<file path="src/rtl/spi_master_param.sv">
// Purpose : parameterised SPI master; one DATA_W-bit MSB-first frame per accepted start, all four SPI modes, N_SLV chip-selects.
// Latency : done pulses 1+(2*DATA_W+2)*CLK_DIV clk cycles after the start cycle; rx_data is valid in that same cycle.
// Backpr. : start is sampled only while idle (busy=0), so a start seen while busy is dropped. An out-of-range slv_sel gives an err pulse.
//
// Ports:
//   clk, reset          rising-edge clock, synchronous active-high reset
//   start               transfer request (idle only)
//   slv_sel, mode       target chip-select index, SPI mode {CPOL,CPHA}
//   tx_data / rx_data   frame to send / last received frame
//   busy, done, err     frame in progress, frame completion pulse, bad slv_sel pulse
//   sclk, mosi, miso    serial clock / data out / data in
//   cs_n                active-low one-hot chip-selects
module spi_master_param #(
  parameter int DATA_W  = 8,
  parameter int N_SLV   = 3,
  parameter int CLK_DIV = 2,
  parameter int SEL_W   = 2
) (
  input  logic              clk,
  input  logic              reset,
  input  logic              start,
  input  logic [SEL_W-1:0]  slv_sel,
  input  logic [1:0]        mode,
  input  logic [DATA_W-1:0] tx_data,
  output logic [DATA_W-1:0] rx_data,
  output logic              busy,
  output logic              done,
  output logic              err,
  output logic              sclk,
  output logic              mosi,
  input  logic              miso,
  output logic [N_SLV-1:0]  cs_n
);

  localparam int CNT_W = (CLK_DIV > 1) ? $clog2(CLK_DIV) : 1;
  localparam int HP_W  = $clog2(2 * DATA_W);

  localparam logic [CNT_W-1:0] CNT_LAST = CNT_W'(CLK_DIV - 1);
  // Index of the last XFER half-period and the one before it.
  localparam logic [HP_W-1:0]  HP_LAST  = HP_W'(2 * DATA_W - 1);
  localparam logic [HP_W-1:0]  HP_PEN   = HP_W'(2 * DATA_W - 2);
  localparam logic [SEL_W:0]   N_SLV_V  = (SEL_W + 1)'(N_SLV);

  typedef enum logic [1:0] {
    IDLE,
    SETUP,
    XFER,
    HOLD
  } state_t;

  state_t state, state_nxt;

  logic [CNT_W-1:0]  div_cnt;   // clk cycles within the current half-period
  logic [HP_W-1:0]   hp_cnt;    // XFER half-period index
  logic [1:0]        mode_q;    // {CPOL, CPHA} for the frame in flight
  logic [DATA_W-1:0] tx_sh;     // bits still to be presented on mosi
  logic [DATA_W-1:0] rx_sh;     // bits sampled so far
  logic [N_SLV-1:0]  cs_dec;

  logic sel_ok;
  logic accept;
  logic reject;
  logic tick;
  logic lead_edge;
  logic trail_edge;
  logic last_trail;
  logic shift_evt;
  logic sample_evt;
  logic frame_end;

  // ---------------------------------------------------------------
  // Next-state logic and per-cycle event strobes.
  // lead_edge/trail_edge mark the clk edge on which sclk moves away
  // from / back to CPOL; all shifting and sampling keys off these.
  // ---------------------------------------------------------------
  always_comb begin
    state_nxt  = state;
    sel_ok     = ({1'b0, slv_sel} < N_SLV_V);
    accept     = 1'b0;
    reject     = 1'b0;
    tick       = (div_cnt == CNT_LAST);
    lead_edge  = 1'b0;
    trail_edge = 1'b0;
    frame_end  = 1'b0;

    case (state)
      IDLE: begin
        if (start) begin
          if (sel_ok) begin
            accept    = 1'b1;
            state_nxt = SETUP;
          end else begin
            reject    = 1'b1;
          end
        end
      end
      SETUP: begin
        // The first XFER half-period opens with the first leading edge.
        if (tick) begin
          state_nxt = XFER;
          lead_edge = 1'b1;
        end
      end
      XFER: begin
        if (tick) begin
          if (hp_cnt == HP_LAST) begin
            state_nxt = HOLD;
          end else if (hp_cnt[0]) begin
            // Moving into an even half-period: a leading edge.
            lead_edge = 1'b1;
          end else begin
            trail_edge = 1'b1;
          end
        end
      end
      HOLD: begin
        if (tick) begin
          state_nxt = IDLE;
          frame_end = 1'b1;
        end
      end
      default: state_nxt = IDLE;
    endcase

    last_trail = trail_edge && (hp_cnt == HP_PEN);

    // CPHA=0: first bit is already on mosi before any edge, later bits
    //         move on trailing edges (not after the final one), sample on leading.
    // CPHA=1: each leading edge presents the next bit, sample on trailing.
    shift_evt  = mode_q[0] ? lead_edge  : (trail_edge && !last_trail);
    sample_evt = mode_q[0] ? trail_edge : lead_edge;
  end

  // One-hot active-low decode of the requested slave.
  always_comb begin
    cs_dec = '1;
    for (int i = 0; i < N_SLV; i++) begin
      cs_dec[i] = (slv_sel != SEL_W'(i));
    end
  end

  always_comb begin
    busy = (state != IDLE);
  end

  // ---------------------------------------------------------------
  // State register
  // ---------------------------------------------------------------
  always_ff @(posedge clk) begin
    if (reset) begin
      state <= IDLE;
    end else begin
      state <= state_nxt;
    end
  end

  // ---------------------------------------------------------------
  // Datapath and registered outputs
  // ---------------------------------------------------------------
  always_ff @(posedge clk) begin
    if (reset) begin
      div_cnt <= '0;
      hp_cnt  <= '0;
      mode_q  <= 2'b00;
      tx_sh   <= '0;
      rx_sh   <= '0;
      rx_data <= '0;
      sclk    <= 1'b0;
      mosi    <= 1'b0;
      cs_n    <= '1;
      done    <= 1'b0;
      err     <= 1'b0;
    end else begin
      done <= frame_end;
      err  <= reject;

      // Half-period divider runs in every non-idle state and restarts
      // at each state change, since those coincide with tick.
      if (state == IDLE || tick) begin
        div_cnt <= '0;
      end else begin
        div_cnt <= div_cnt + CNT_W'(1);
      end

      if (state != XFER) begin
        hp_cnt <= '0;
      end else if (tick) begin
        hp_cnt <= hp_cnt + HP_W'(1);
      end

      if (accept) begin
        mode_q <= mode;
        cs_n   <= cs_dec;
        sclk   <= mode[1];
        rx_sh  <= '0;
        if (mode[0]) begin
          // CPHA=1: nothing is driven until the first leading edge.
          tx_sh <= tx_data;
          mosi  <= 1'b0;
        end else begin
          tx_sh <= {tx_data[DATA_W-2:0], 1'b0};
          mosi  <= tx_data[DATA_W-1];
        end
      end

      if (lead_edge || trail_edge) begin
        sclk <= ~sclk;
      end

      if (shift_evt) begin
        mosi  <= tx_sh[DATA_W-1];
        tx_sh <= {tx_sh[DATA_W-2:0], 1'b0};
      end

      if (sample_evt) begin
        rx_sh <= {rx_sh[DATA_W-2:0], miso};
      end

      if (frame_end) begin
        cs_n    <= '1;
        mosi    <= 1'b0;
        sclk    <= mode_q[1];
        rx_data <= rx_sh;
      end
    end
  end

endmodule

</file>
<file path="config.mk">
export PLATFORM = sky130hd
export DESIGN_NAME = spi_master_param
export DESIGN_NICKNAME = d
export VERILOG_FILES = /design/src/rtl/spi_master_param.sv
export SDC_FILE = /design/constraint.sdc
export NUM_CORES = 1
export LEC_CHECK = 0
export CAP_MARGIN = 20
export CELL_PAD_IN_SITES_DETAIL_PLACEMENT = 1
export CELL_PAD_IN_SITES_GLOBAL_PLACEMENT = 1
export CORE_UTILIZATION = 30
export DETAILED_ROUTE_END_ITERATION = 16
export GPL_TIMING_DRIVEN = 0
export PLACE_DENSITY_LB_ADDON = 0.3
export SLEW_MARGIN = 20
export SYNTH_ARGS = -nofsm -noshare
export SYNTH_HDL_FRONTEND = slang
export SYNTH_SLANG_ARGS = --single-unit
</file>
<file path="constraint.sdc">
create_clock -name clk -period 2 [get_ports clk]
set_input_delay 0.4 -clock clk [delete_from_list [all_inputs] [get_ports clk]]
set_output_delay 0.4 -clock clk [all_outputs]
set_load 0.01 [all_outputs]
</file>
## Yosys cells after proc, flatten, opt, wreduce, memory -nomap -nowiden

Cells that the tools add are included.

- Flip-flop bits (word level): 40
- Input bits: 16
- Output and inout bits: 16

- Add/subtract/negate cells: 2
- Order comparisons: 1
- Equal/unequal tests: 14
- Mux-type cells: 34
- Bitwise gates (word level): 3
- Reduce and logical (&&, ||, !) cells: 17

Operators by type and width:

| operator | count |
|---|---|
| $mux 8 | 5 |
| $mux 1 | 21 |
| $ne 2x2->1 const B | 8 |
| $mux 2 | 6 |
| $eq 4x4->1 const B | 2 |
| $pmux 2 s4 | 1 |
| $reduce_bool 2->1 | 4 |
| $reduce_or 2->1 | 4 |
| $reduce_and 6->1 | 1 |
| $add 4x1->4 const B | 1 |
| $eq 2x2->1 const B | 2 |
| $not 1->1 | 3 |
| $reduce_bool 3->1 | 1 |
| $reduce_or 3->1 | 1 |
| $eq 2x1->1 const B | 1 |
| $logic_and 1x1->1 | 2 |
| $logic_not 2->1 | 1 |
| $logic_or 1x1->1 | 2 |
| $lt 2x2->1 const B | 1 |
| $ne 2x1->1 const B | 1 |
| $pmux 1 s2 | 1 |
| $add 1x1->1 const B | 1 |
| $logic_not 1->1 | 1 |

## Longest topological paths before layout

- Depth after elaboration: 9
- Mapped depth: 7

## Worst setup path after synthesis

No wires, ideal clock.

- Path type: register -> register
- Start: register state[0]
- End: register rx_sh[1]
- Setup time: 75 ps
- Data arrival time: 1670 ps
- Path slack: 255 ps
- Cell stages (with the launch flop): 8
- Clock period less this slack: 1745 ps
- Path through: dfxtp_1 -> inv_1 -> ha_1 -> and3b_1 -> and3_4 -> buf_6 -> or4_1 -> o21ai_0

- Longest elaborated chain between the ends: 4
- Elaborated cells on any way between the ends: 9
- Those cells by class: eq/ne (2); mux (5); reduce/logical (2)

RTL lines:

| what | RTL line | RTL |
|---|---|---|
| start, declared | 51 | `state_t state, state_nxt;` |
| start signal, assigned | 153 | `state <= state_nxt;` |
| $eq 2x2->1 or $eq 2x1->1 (tied branches) | 86 | `case (state)` |
| $pmux 1 s2 or $mux 1 (tied branches) | 86 |  |
| $mux 1 | 131 | `sample_evt = mode_q[0] ? trail_edge : lead_edge;` |
| $mux 8 or $reduce_bool 2->1 (tied branches) | -- |  |
| end signal, assigned | 216 | `rx_sh <= {rx_sh[DATA_W-2:0], miso};` |
| end, declared | 57 | `logic [DATA_W-1:0] rx_sh;` |

Parallel ways exist; a longest one is shown, timed or not.
A chain may end at the register's enable or synchronous reset.

## Worst setup path after layout

- Start: register state[0]
- End: output busy

- Longest elaborated chain between the ends: 1

RTL lines:

| what | RTL line | RTL |
|---|---|---|
| $reduce_bool 2->1 | 143 | `busy = (state != IDLE);` |
| end, declared | 26 | `output logic busy,` |

No other way between the ends.

==> flow_summary_export.csv <==
group,metric,value,unit
synth,yosysTopAreaCell,"dfxtp_1",
die,die_w,82.2,um
worst_hold_path,hold_depth,2,
power_and_ir_drop,p_leak,0.869,nW
sta,finalHoldViolCount,0,
place,place_congestion,0.742,
power_and_ir_drop,p_seq_frac,0.445,
cts,cts_hold_buf,0,
sta,rsz0062_at_grt,"false",
sta,max_freq,520,MHz
synth,synth_commonest_cells,"dfxtp_1 (40), nand2_1 (31), a21oi_1 (18)",
worst_hold_path,hold_class,"reg2reg",
global_routing,grt_pass1_vias,1615,
place,placed_cells,323,
place,io_buffer_count,30,
final_layout,nNetsFinal,278,
sta,fin_crit,1.92,ns
die,row_count,28,
cts,cts_made_buffers,5,
cts,cts_tree,"yes",
sta,maxSlewHeadroom,0.583,
synth,syn_area,0.00193,sq mm
final_layout,fillerInstances,713,
cts,h-tree-depth,2,
sta,tightest_slew,0.625,ns
die,die_y,82.2,um
global_routing,track_usage,0.156,
die,core-area,0.00606,sq mm
worst_setup_path,cp.required,1.60,ns
cts,cts_root_buf,"clkbuf_8",
synth,synth_ff_type,"dfxtp_1",
worst_setup_path,critPathKind,"reg2out",
die,pin_count,32,
worst_setup_path,cp-start-kind,"register",
run_status,status,"finished clean",
synth,synth_cells,218,
synth,synth.yosys.seq_area_share,0.415,
synth,yosysUniqueCellTypes,42,
final_layout,synthToLayoutAreaGrowth,26.9,%
synth,synth-warning-count,0,
drt,drtIter0Drc,50,
sta,setup_viol,0,
final_layout,drive_above_1_share,0.0938,
sta,fin_crit_sh,0.962,
synth,synth_most_common_cell,"dfxtp_1",
drt,ant_nets,0,
flow_run,cap_violations,0,
power_and_ir_drop,power.total,2.12,mW
sta,setup_tns,0,ns
worst_setup_path,ff2ff_path_depth,6,
power_and_ir_drop,p_clk_frac,0.243,
worst_setup_path,cp.arrival,1.52,ns
place,dp_hpwl,3.43,mm
die,start_util,0.318,
synth,yosys-top-cells-area,"dfxtp_1 (42%), mux2i_1 (8.8%), nand2_1 (6.0%), nand2b_1 (4.9%), a21oi_1 (4.7%)",
global_routing,grt_max_degree,12,
drt,via_count,1705,
drt,wire_per_inst,14.6,um
power_and_ir_drop,netSwitchingFraction,0.328,
global_routing,grt_pass1_wl,7.94,mm
drt,wl,4.82,mm
power_and_ir_drop,power_frac_comb,0.313,
drt,drt-pass1-iter-count,7,
drt,drcViolationCount,0,
synth,synth-async-reset-ratio,0,
cts,insertion_delay,0.29,ns
cts,clk_path_buf_depth,2,
power_and_ir_drop,p_int,1.42,mW
synth,syn-num-nets,240,
global_routing,globalRouteOverflowTotal,0,
synth,avgSynthCellArea,8.84,sq um
cts,cts.clk_slew.worst_paths,0.07,ns
power_and_ir_drop,p_sw,694,uW
final_layout,fin_util,0.404,
final_layout,antenna_cells,0,
synth,yosysTopAreaCellShare,0.415,
synth,synth_seq_cells,40,
die,die_area,0.00675,sq mm
cts,cts.sinks,40,
drt,vias_per_cell,5.15,
sta,slew_violations,0,
worst_setup_path,crit_path_end_kind,"output pin",
sta,final.setup_skew,0.00532,ns
global_routing,antenna_found_initial,0,
worst_setup_path,cp_max_fo,6,
power_and_ir_drop,ir_drop,0.295,mV
power_and_ir_drop,p_per_area,866,mW/mm^2
synth,synth_edf_count,0,
final_layout,instances_no_fill,331,
## area by class of cell
| class | count | area [sq um] | area share |
|---|---|---|---|
| inverters | 5 | 18.8 | 0.00767 |
| plain buffers | 11 | 62.6 | 0.0256 |
| multi-input cells | 161 | 1070 | 0.439 |
| well taps | 75 | 93.8 | 0.0384 |
| clock buffers | 6 | 72.6 | 0.0297 |
| repair buffers | 32 | 315 | 0.129 |
| clock inverters | 1 | 5.00 | 0.00205 |
| flip-flops and latches | 40 | 805 | 0.329 |
## layout by cell type (no fill, tap or decap), types with 6 or more instances in the layout
cell type,n
or4_1,6
o21ai_0,9
a211o_1,7
dfxtp_1,37
nand2b_1,15
nand2_1,31
nor2_1,9
mux2i_1,17
a21oi_1,18
nand3_1,6
clkdlybuf4s50_1,30
## critical path, cell delays in order (launching register included)
cell and delay (ns):
dfxtp_2 0.36, inv_1 0.07, ha_2 0.23, inv_1 0.06, clkdlybuf4s50_1 0.52
## flip-flops by register name (all words and copies together), names as in the netlist
signal   flops
mode_q       2
done         1
cs_n         3
rx_data      8
sclk         1
state        2
div_cnt      1
hp_cnt       4
mosi         1
tx_sh        8
err          1
rx_sh        8
## path summary, 6_finish.rpt
path | start | to | slack (ns)
max reg2reg | state[1] | state[1] | 0.16
min | rx_sh[7] | rx_data[7] | 0.45
min reg2reg | rx_sh[7] | rx_data[7] | 0.45
max | state[0] | busy | 0.08
## per-stage QoR
stage	setup WS, ns	area (sq um)	hold slack [ns]
3_3_place_gp	-0.576	2320	0.439
4_1_cts	0.0000886	2430	0.461
5_1_grt	0.00897	2450	0.483
6_report	0.0752	2450	0.455
3_5_place_dp	-0.610	2320	0.450
2_1_floorplan	0.255	1930	0.427
## layer usage
layer	GRT usage	vias to the layer above	share of wire
li1	-	854	-
met1	0.199	820	0.50
met2	0.260	26	0.46
met3	0.0363	5	0.030
met4	0.0474	0	0.0091
met5	0	-	0
## cells by family (layout without fill, tap and decap cells)
logic type / count (synthesis) / after routing / share of synthesized area
flip-flops: 40 / 40 / 0.415
AO/OA/AOI/OAI: 49 / 49 / 0.166
XOR/XNOR: 3 / 3 / 0.0136
adder cells (fa/ha/maj): 6 / 6 / 0.0389
AND/OR/NAND/NOR: 86 / 86 / 0.239
buffers and inverters: 17 / 55 / 0.0389
multiplexers: 17 / 17 / 0.0883
## power by group through the flow
stage	Sequential [mW]	Combinational (mW)	Clock (mW)
after global placement	0.953	0.615	0
after detailed placement	0.955	0.632	0
after global routing	0.952	0.739	0.561
after CTS	0.939	0.663	0.535
after floorplan	0.949	0.419	0
final	0.942	0.662	0.514
## timing repair
action,CTS,global route
pin swaps,0,1
setup buffers,1,1
setup endpoints to repair,18,24
gates resized for setup,5,9
(Power assumes the default switching activity.)
